[src/rtl/fx_issue_scheduler.sv]
// In-order FX issue queue with RAW hazard interlock and multiply occupancy.
// Issues at most one instruction per cycle into a two-stage FX pipeline.
module fx_issue_scheduler #(
  parameter int DEPTH      = 4,
  parameter int MUL_CYCLES = 4,
  parameter int MUL_OPCODE = 7
) (
  input  logic                     clock_i,
  input  logic                     reset_i,
  input  logic                     flush_i,
  input  logic                     in_valid_i,
  output logic                     in_ready_o,
  input  logic [5:0]               in_opCode_i,
  input  logic [4:0]               in_destAddress_i,
  input  logic [4:0]               in_srcAddress_i,
  input  logic                     fx_ready_i,
  output logic                     issue_valid_o,
  output logic [5:0]               issue_opCode_o,
  output logic [4:0]               issue_destAddress_o,
  output logic [4:0]               issue_srcAddress_o,
  output logic [$clog2(DEPTH):0]   count_o,
  output logic                     mulBusy_o
);

  localparam int AW = $clog2(DEPTH);
  localparam int CW = AW + 1;
  localparam logic [CW-1:0] FULL    = CW'(DEPTH);
  localparam logic [3:0]    MUL_LD  = 4'(MUL_CYCLES - 1);
  localparam logic [5:0]    MUL_OP  = 6'(MUL_OPCODE);

  logic [5:0]    op_q   [DEPTH];
  logic [4:0]    dst_q  [DEPTH];
  logic [4:0]    src_q  [DEPTH];
  logic [AW-1:0] wr_ptr;
  logic [AW-1:0] rd_ptr;
  logic          s2_valid;
  logic [4:0]    s2_dest;
  logic [3:0]    mul_cnt;
  logic [4:0]    head_src;
  logic          hazard;
  logic          push;
  logic          pop;

  assign head_src   = src_q[rd_ptr];
  assign mulBusy_o  = (mul_cnt != 4'd0);
  assign in_ready_o = (count_o < FULL);

  // Head operand collides with a result still in the FX pipe (no bypass).
  always_comb begin
    hazard = 1'b0;
    if (issue_valid_o && (head_src == issue_destAddress_o))
      hazard = 1'b1;
    if (s2_valid && (head_src == s2_dest))
      hazard = 1'b1;
  end

  // Accept and issue qualifiers; flush suppresses both.
  always_comb begin
    push = in_valid_i && in_ready_o && !flush_i;
    pop  = (count_o != '0) && fx_ready_i && !mulBusy_o
           && !hazard && !flush_i;
  end

  // Payload storage; contents of empty slots are never observed.
  always_ff @(posedge clock_i) begin
    if (push) begin
      op_q[wr_ptr]  <= in_opCode_i;
      dst_q[wr_ptr] <= in_destAddress_i;
      src_q[wr_ptr] <= in_srcAddress_i;
    end
  end

  // Circular pointers and occupancy; power-of-two depth wraps naturally.
  always_ff @(posedge clock_i) begin
    if (reset_i || flush_i) begin
      wr_ptr  <= '0;
      rd_ptr  <= '0;
      count_o <= '0;
    end else begin
      if (push)
        wr_ptr <= wr_ptr + AW'(1);
      if (pop)
        rd_ptr <= rd_ptr + AW'(1);
      unique case ({push, pop})
        2'b10:   count_o <= count_o + CW'(1);
        2'b01:   count_o <= count_o - CW'(1);
        default: count_o <= count_o;
      endcase
    end
  end

  // Issue register: one-cycle valid pulse, fields hold between issues.
  always_ff @(posedge clock_i) begin
    if (reset_i) begin
      issue_valid_o       <= 1'b0;
      issue_opCode_o      <= '0;
      issue_destAddress_o <= '0;
      issue_srcAddress_o  <= '0;
    end else if (flush_i) begin
      issue_valid_o <= 1'b0;
    end else begin
      issue_valid_o <= pop;
      if (pop) begin
        issue_opCode_o      <= op_q[rd_ptr];
        issue_destAddress_o <= dst_q[rd_ptr];
        issue_srcAddress_o  <= src_q[rd_ptr];
      end
    end
  end

  // Second FX stage tracker for the hazard check.
  always_ff @(posedge clock_i) begin
    if (reset_i) begin
      s2_valid <= 1'b0;
      s2_dest  <= '0;
    end else if (flush_i) begin
      s2_valid <= 1'b0;
    end else begin
      s2_valid <= issue_valid_o;
      s2_dest  <= issue_destAddress_o;
    end
  end

  // Multiply occupancy countdown, loaded when a multiply issues.
  always_ff @(posedge clock_i) begin
    if (reset_i || flush_i)
      mul_cnt <= '0;
    else if (pop && (op_q[rd_ptr] == MUL_OP))
      mul_cnt <= MUL_LD;
    else if (mul_cnt != 4'd0)
      mul_cnt <= mul_cnt - 4'd1;
  end

endmodule

[config.mk]
export PLATFORM = sky130hd
export DESIGN_NAME = fx_issue_scheduler
export DESIGN_NICKNAME = d
export VERILOG_FILES = /design/src/rtl/fx_issue_scheduler.sv
export SDC_FILE = /design/constraint.sdc
export NUM_CORES = 1
export LEC_CHECK = 0
export CORE_MARGIN = 2
export CORE_UTILIZATION = 40
export DETAILED_ROUTE_END_ITERATION = 6
export GPL_ROUTABILITY_DRIVEN = 0
export SKIP_LAST_GASP = 1
export SLEW_MARGIN = 20
export SYNTH_ARGS = -nofsm -noshare
export SYNTH_HDL_FRONTEND = slang
export SYNTH_SLANG_ARGS = --single-unit
[constraint.sdc]
create_clock -name clock_i -period 7.7 [get_ports clock_i]
set_input_delay 1.155 -clock clock_i [delete_from_list [all_inputs] [get_ports clock_i]]
set_output_delay 1.155 -clock clock_i [all_outputs]
set_load 0.01 [all_outputs]
# == After elaboration in Yosys (flattened, before gate mapping) ==
# Memory sizes are Yosys's and may differ from the RTL's. A register that Yosys moved wholly into a read port is not among the register bits.
# Cells that the tools add are included.
# Widths: inputs -> output; s select.
# word_totals
regBits,29
ram_bits,64
word_cells,56
memories,3
# mem_list
name,depth,width,read_ports,rd_ports_with_merged_regs,write_ports,line,source
op_q,4,6,1,1,1,31,logic [5:0] op_q [DEPTH];
dst_q,4,5,1,1,1,32,logic [4:0] dst_q [DEPTH];
src_q,4,5,1,1,1,33,logic [4:0] src_q [DEPTH];
# op_classes
add_sub_neg,5
order_cmp,1
n_eq_ne,5
muxes,11
bitwise_logic,1
n_reduce_logical,20
# ops
operator,n
$mux 2,6
$eq 5x5->1,2
$logic_and 1x1->1,9
$eq 6x3->1 const B,1
$pmux 3 s2,1
$add 2x1->2 const B,2
$mux 1,4
$reduce_bool 2->1,2
$reduce_bool 4->1,1
$reduce_or 2->1,2
$sub 4x1->4 const B,1
$add 3x1->3 const B,1
$logic_not 1->1,3
$lt 3x3->1 const B,1
$reduce_bool 3->1,1
$sub 3x1->3 const B,1
$eq 2x1->1 const B,1
$eq 2x2->1 const B,1
$reduce_and 2->1,1
$logic_or 1x1->1,1
$not 1->1,1

# == Depth between registers and ports, before layout ==
# Gate-level depths: netlist of the first run.
# depth
ltp_word,9
mapped_depth,14
depth_no_buf,13

# == Least setup slack after synthesis of the first run ==
# No wires, ideal clock.
# synth_path
path_type,input port to flip-flop
start,input flush_i
end,register count_o[2]
setup_time_ns,0.070
t_arrival_ns,3.369
required_ns,7.630
setup_slack_ns,4.262
cell_stages,12
n_path_buf,2
cell_sequence,clkbuf_1 > nor4b_1 > o21a_1 > buf_6 > nand2_8 > inv_4 > ha_1 > inv_1 > fa_1 > xor2_1 > or3_1 > a21oi_1
# synth_between
elab_chain_cells,4
# synth_rtl
item,line,source
start: declaration,10,"input logic flush_i,"
$logic_not 1->1 (*),61,&& !hazard && !flush_i;
$logic_and 1x1->1 (*),61,
net pop,42,logic pop;
$eq 2x1->1 / $eq 2x2->1 (equally long branches),84,"unique case ({push, pop})"
$pmux 3 s2 / $reduce_bool 2->1 (equally long branches),--,
end signal: assignment,85,2'b10: count_o <= count_o + CW'(1);
end signal: assignment,86,2'b01: count_o <= count_o - CW'(1);
end signal: assignment,87,default: count_o <= count_o;
end: declaration,21,"output logic [$clog2(DEPTH):0] count_o,"
# The timed path passes the listed nets; every way through them passes the cells marked *.
# A chain may end at the register's enable or synchronous reset.

# == Worst setup path after layout of the first run ==
# Same ends and word-level chain as after synthesis.

==> reports/metrics.csv, run 1 <==
metric,value,unit
p_comb_frac,0.123,
drt_iter0_markers,86,
first_pass_iters,4,
rsz0062_at_grt,no,
cts_max_level,3,
multi_input_area,1250,µm²
slew_violations,0,
ys_seq_area_frac,0.653,
netlist_area,4050,µm²
die-area,10900,µm²
synth_edf_count,64,
fin_tns_setup,0,ns
tightestPinTransition,0.964,ns
antenna-diode-count,0,
ant_nets,0,
fin_nets,343,
syn-mean-instance-area,14.7,µm²
ys_types,41,
end_kind,register,
cts_setup_buffers,0,
port-buffer-count,42,
finalPower,1.09,mW
ir_drop,0.130,mV
grtUsageTotal,0.144,
postLayoutCellArea,4740,µm²
synth_top_cell_by_area,edfxtp_1,
start_util,0.412,
crit_arrival,4.42,ns
finalCriticalPeriod,4.11,ns
cap_violations,0,
power_density,230,nW/µm²
syn2layout_area_growth,17.1,%
cts.clk_slew.worst_paths,0.10,ns
setup_violations,0,
fp.coreArea,9820,µm²
relSlewSlack,0.355,
power_frac_clock,0.327,
switchingPower,0.275,mW
clkLatencyLatePin,0.37,ns
drive_above_1_share,0.103,
wirelength,7430,µm
worstPathCellList,clkdlybuf4s50_1 > nor4b_1 > o21a_1 > nand2_8 > inv_4 > ha_1 > inv_1 > fa_1 > xor2_1 > or3_1 > a21oi_1,
cts_root_buf,clkbuf_8,
pwr-share-seq,0.550,
tritoncts,yes,
cp_slowest_cell,o21a_1,
antenna_found_initial,0,
finalHoldViolations,0,
synthCells,275,
grt_start_max_net_pins,25,
final_common_cell,edfxtp_1,
hp-class,reg2reg,
worstPathRequired,8.01,ns
drc,0,
fmax,243,MHz
cts_buffers,9,
worst_slack,3.59,ns
pre_cts_slack,3.23,ns
synth-seq-cells,100,
worstPathMaxFanout,18,
die_w,105,µm
regArea,2640,µm²
nFillCells,888,
skew,0.0117,ns
rows,36,
min_period_over_period,0.534,
yosys.area.top_type_share,0.475,
syn_nets,304,
num_vias,2266,
leakagePower,1.48,nW
place_hpwl,4920,µm
synthTopCellsByArea,"edfxtp_1 47%, dfxtp_1 18%, mux4_2 5.0%",
layout_common_cells,"64 x edfxtp_1, 42 x clkdlybuf4s50_1, 36 x dfxtp_1, 18 x nor2_1, 18 x a21oi_1",
final_util,0.483,
cpPeakStageDelay,0.69,ns
crit_type,in2reg,
swShare,0.253,
grt_pass1_vias,2329,
ys_warn_count,0,
ys_async_sr_fraction,0,
synthFlopType,edfxtp_1,
status,completed,
post_dp_cell_area,4520,µm²
postCtsResizedCells,0,
postCtsHoldBufs,0,
clock_path_buffers,2,
internal-power,0.814,mW
wl_per_cell,16.4,µm
start_kind,input pin,
gr-total-overflow,0,
grt_pass1_wl,12000,µm
viasPerCell,5.01,
num_io_pins,43,
clkSinkCount,100,
dieHeight,105,µm
-- logic make-up after synthesis --
| kind of cell | synth area share |
|---|---|
| and+or+nand+nor | 0.0767 |
| DFF | 0.653 |
| AOI/OAI and AO/OA | 0.0634 |
| buffers and inverters | 0.0380 |
| xor gates and xnor gates | 0.0346 |
| muxes | 0.108 |
| adders and majority gates | 0.0266 |
-- worst max-delay path: cells and delay by family --
family	cells	cell delay, ns
buf+inv	3	0.79
compound gates	2	0.83
simple gates	3	0.95
xor+xnor	1	0.16
fa+ha+maj	2	0.54
-- final cells by class --
type / count / area share
inverter: 10 / 0.00845
clock inverter: 7 / 0.0198
timing repair buffer: 42 / 0.0887
tap: 133 / 0.0351
multi-input combinational: 151 / 0.264
clock buffer: 9 / 0.0261
sequential: 100 / 0.558
-- synth_stat cells, types with 5 or more instances --
| cell type | n |
|---|---|
| a21oi_1 | 18 |
| and2_1 | 5 |
| buf_6 | 6 |
| dfxtp_1 | 36 |
| edfxtp_1 | 64 |
| ha_1 | 7 |
| inv_1 | 9 |
| mux2i_1 | 5 |
| mux4_1 | 7 |
| mux4_2 | 9 |
| nand2_1 | 6 |
| nand3_1 | 16 |
| nor2_1 | 18 |
| o21ai_0 | 9 |
| o21ai_1 | 10 |
| xnor2_1 | 14 |
-- routing by layer --
| layer | part of all wire | up-vias | GRT usage |
|---|---|---|---|
| met4 | 0.011 | 0 | 0.0448 |
| met5 | 0 | - | 0 |
| met1 | 0.47 | 1120 | 0.191 |
| met2 | 0.48 | 42 | 0.231 |
| li1 | - | 1097 | - |
| met3 | 0.043 | 7 | 0.0405 |
-- path summary, 6_finish.rpt --
path                          start                 to  slack (ns)  depth (start not counted)
setup / recovery            flush_i         count_o[2]        3.59                         11
hold / removal    issue_opCode_o[5]  issue_opCode_o[5]        0.48                          2
setup reg to reg           register         count_o[2]        3.80                         12
hold reg to reg   issue_opCode_o[5]  issue_opCode_o[5]        0.48                          2
-- flip-flops by register name, summed over array words and instances, names as in the netlist, 2 cells and up, named ones only --
name,flops
rd_ptr,2
issue_opCode_o,6
issue_srcAddress_o,5
src_q,20
count_o,3
issue_destAddress_o,5
wr_ptr,2
mul_cnt,4
dst_q,20
s2_dest,5
op_q,24
-- through the flow --
stage | instances | hold WS [ns]
2_1_floorplan | 275 | 0.485
5_1_grt | 452 | 0.523
3_5_place_dp | 436 | 0.471
3_3_place_gp | 436 | 0.463
4_1_cts | 452 | 0.486
6_report | 452 | 0.481
-- power groups by stage --
stage	sequential, mW	clock [mW]	combinational, mW
4_1_cts	0.600	0.364	0.136
3_5_place_dp	0.612	0	0.135
2_1_floorplan	0.610	0	0.0883
3_3_place_gp	0.612	0	0.136
6_report	0.599	0.356	0.134
5_1_grt	0.601	0.386	0.149
Note: power is estimated with default switching activity, not from simulation.
==> run 2: changes to the inputs <==
Clock period 7.7 ns to 3.5 ns, I/O delays scaled along.
==> reports/metrics.csv, run 2 (synthesis gave the netlist of run 1 again) <==
metric,value,unit
p_comb_frac,0.126,
fp.coreArea,9820,µm²
rsz0062_at_grt,no,
worstPathRequired,3.82,ns
tritoncts,yes,
gr-total-overflow,0,
worst_slack,0.303,ns
antenna-diode-count,0,
nFillCells,895,
power_frac_clock,0.323,
viasPerCell,5.05,
rows,36,
postLayoutCellArea,4820,µm²
first_pass_iters,7,
ant_nets,0,
rrSetupSlack,0.30,ns
leakagePower,1.54,nW
wl_per_cell,16.4,µm
slew_violations,0,
wirelength,7580,µm
swShare,0.271,
grt_pass1_vias,2298,
grt_start_max_net_pins,25,
final_common_cell,edfxtp_1,
grtUsageTotal,0.148,
setup_violations,0,
biggestRegsByFlops,"op_q x24, dst_q x20, src_q x20",
finalHoldViolations,0,
clock_path_buffers,2,
tightestPinTransition,0.788,ns
clkLatencyLatePin,0.39,ns
multi_input_area,1250,µm²
postCtsHoldBufs,0,
crit_type,reg2reg,
pre_cts_slack,0.296,ns
skew,0.0136,ns
finalCriticalPeriod,3.20,ns
internal-power,1.74,mW
num_vias,2339,
place_hpwl,5100,µm
power_density,496,nW/µm²
cts.clk_slew.worst_paths,0.11,ns
cts_max_level,3,
pwr-share-seq,0.551,
drt_iter0_markers,132,
crit_arrival,3.51,ns
grt_pass1_wl,12300,µm
status,completed,
layout_common_cells,"64 x edfxtp_1, 42 x clkdlybuf4s50_1, 36 x dfxtp_1, 18 x nor2_1, 18 x a21oi_1",
largest_reg_flops,24,
num_io_pins,43,
cts_buffers,9,
start_util,0.412,
hp-class,reg2reg,
port-buffer-count,42,
fin_tns_setup,0,ns
drc,0,
relSlewSlack,0.475,
drive_above_1_share,0.133,
cts_root_buf,clkbuf_8,
regArea,2640,µm²
dieHeight,105,µm
end_kind,register,
regMostFlops,op_q,
postCtsResizedCells,0,
min_period_over_period,0.914,
die_w,105,µm
ir_drop,0.210,mV
clkSinkCount,100,
antenna_found_initial,0,
post_dp_cell_area,4600,µm²
start_kind,register,
worstPathMaxFanout,6,
switchingPower,0.649,mW
fmax,313,MHz
die-area,10900,µm²
fin_nets,354,
finalPower,2.39,mW
cap_violations,0,
cts_setup_buffers,0,
syn2layout_area_growth,19.1,%
==> run 2: changes by cell type in the layout (fill, tap and decap cells not counted), sizes merged <==
cell,previous run,this run
bufinv,1,0
clkinvlp,1,0
buf,0,11
inv,13,15
==> run 2: area by class of cell <==
class / instances / area share
Sequential cell: 100 / 0.548
Multi-Input combinational cell: 151 / 0.260
Timing Repair Buffer: 53 / 0.104
Tap cell: 133 / 0.0345
Clock buffer: 9 / 0.0257
Clock inverter: 7 / 0.0195
Inverter: 10 / 0.00831
==> run 2: worst max-delay path, stage by stage, from the launching register on <==
cell and delay [ns]:
dfxtp_1 0.55, mux4_1 0.68, xnor2_1 0.16, nand4_1 0.14, o21a_1 0.27, nand2_8 0.08, inv_4 0.06, ha_1 0.17
inv_1 0.06, fa_1 0.37, xor2_1 0.16, or3_1 0.30, a21oi_1 0.15
==> run 2: power groups by stage <==
stage,Combinational (mW),Sequential [mW],Clock (mW)
after CTS,0.308,1.32,0.799
after global placement,0.303,1.34,0
after global routing,0.335,1.32,0.831
final,0.301,1.32,0.773
after floorplan,0.194,1.34,0
after detailed placement,0.307,1.35,0
==> run 2: path summary, 6_finish.rpt <==
| kind | endpoint | cells past startpoint | startpoint |
|---|---|---|---|
| worst max-delay path | count_o[2] | 12 | register |
| worst min-delay path | issue_opCode_o[2] | 2 | issue_opCode_o[2] |
| worst max register to register | count_o[2] | 12 | register |
| worst min register to register | issue_opCode_o[2] | 2 | issue_opCode_o[2] |
==> run 2: per-stage QoR <==
step | instances | util | hold slack, ns
floorplan | 275 | - | 0.485
global placement | 447 | 0.469 | 0.463
detailed placement | 447 | 0.469 | 0.474
CTS | 463 | 0.491 | 0.490
global route | 463 | 0.491 | 0.522
finish | 463 | 0.491 | 0.487
==> run 2: metal layers <==
metal / global-route usage / part of all wire / vias to the layer above
met3: 0.0393 / 0.040 / 7
met1: 0.190 / 0.45 / 1160
li1: - / - / 1122
met2: 0.247 / 0.50 / 50
met4: 0.0457 / 0.012 / 0
met5: 0 / 0 / -
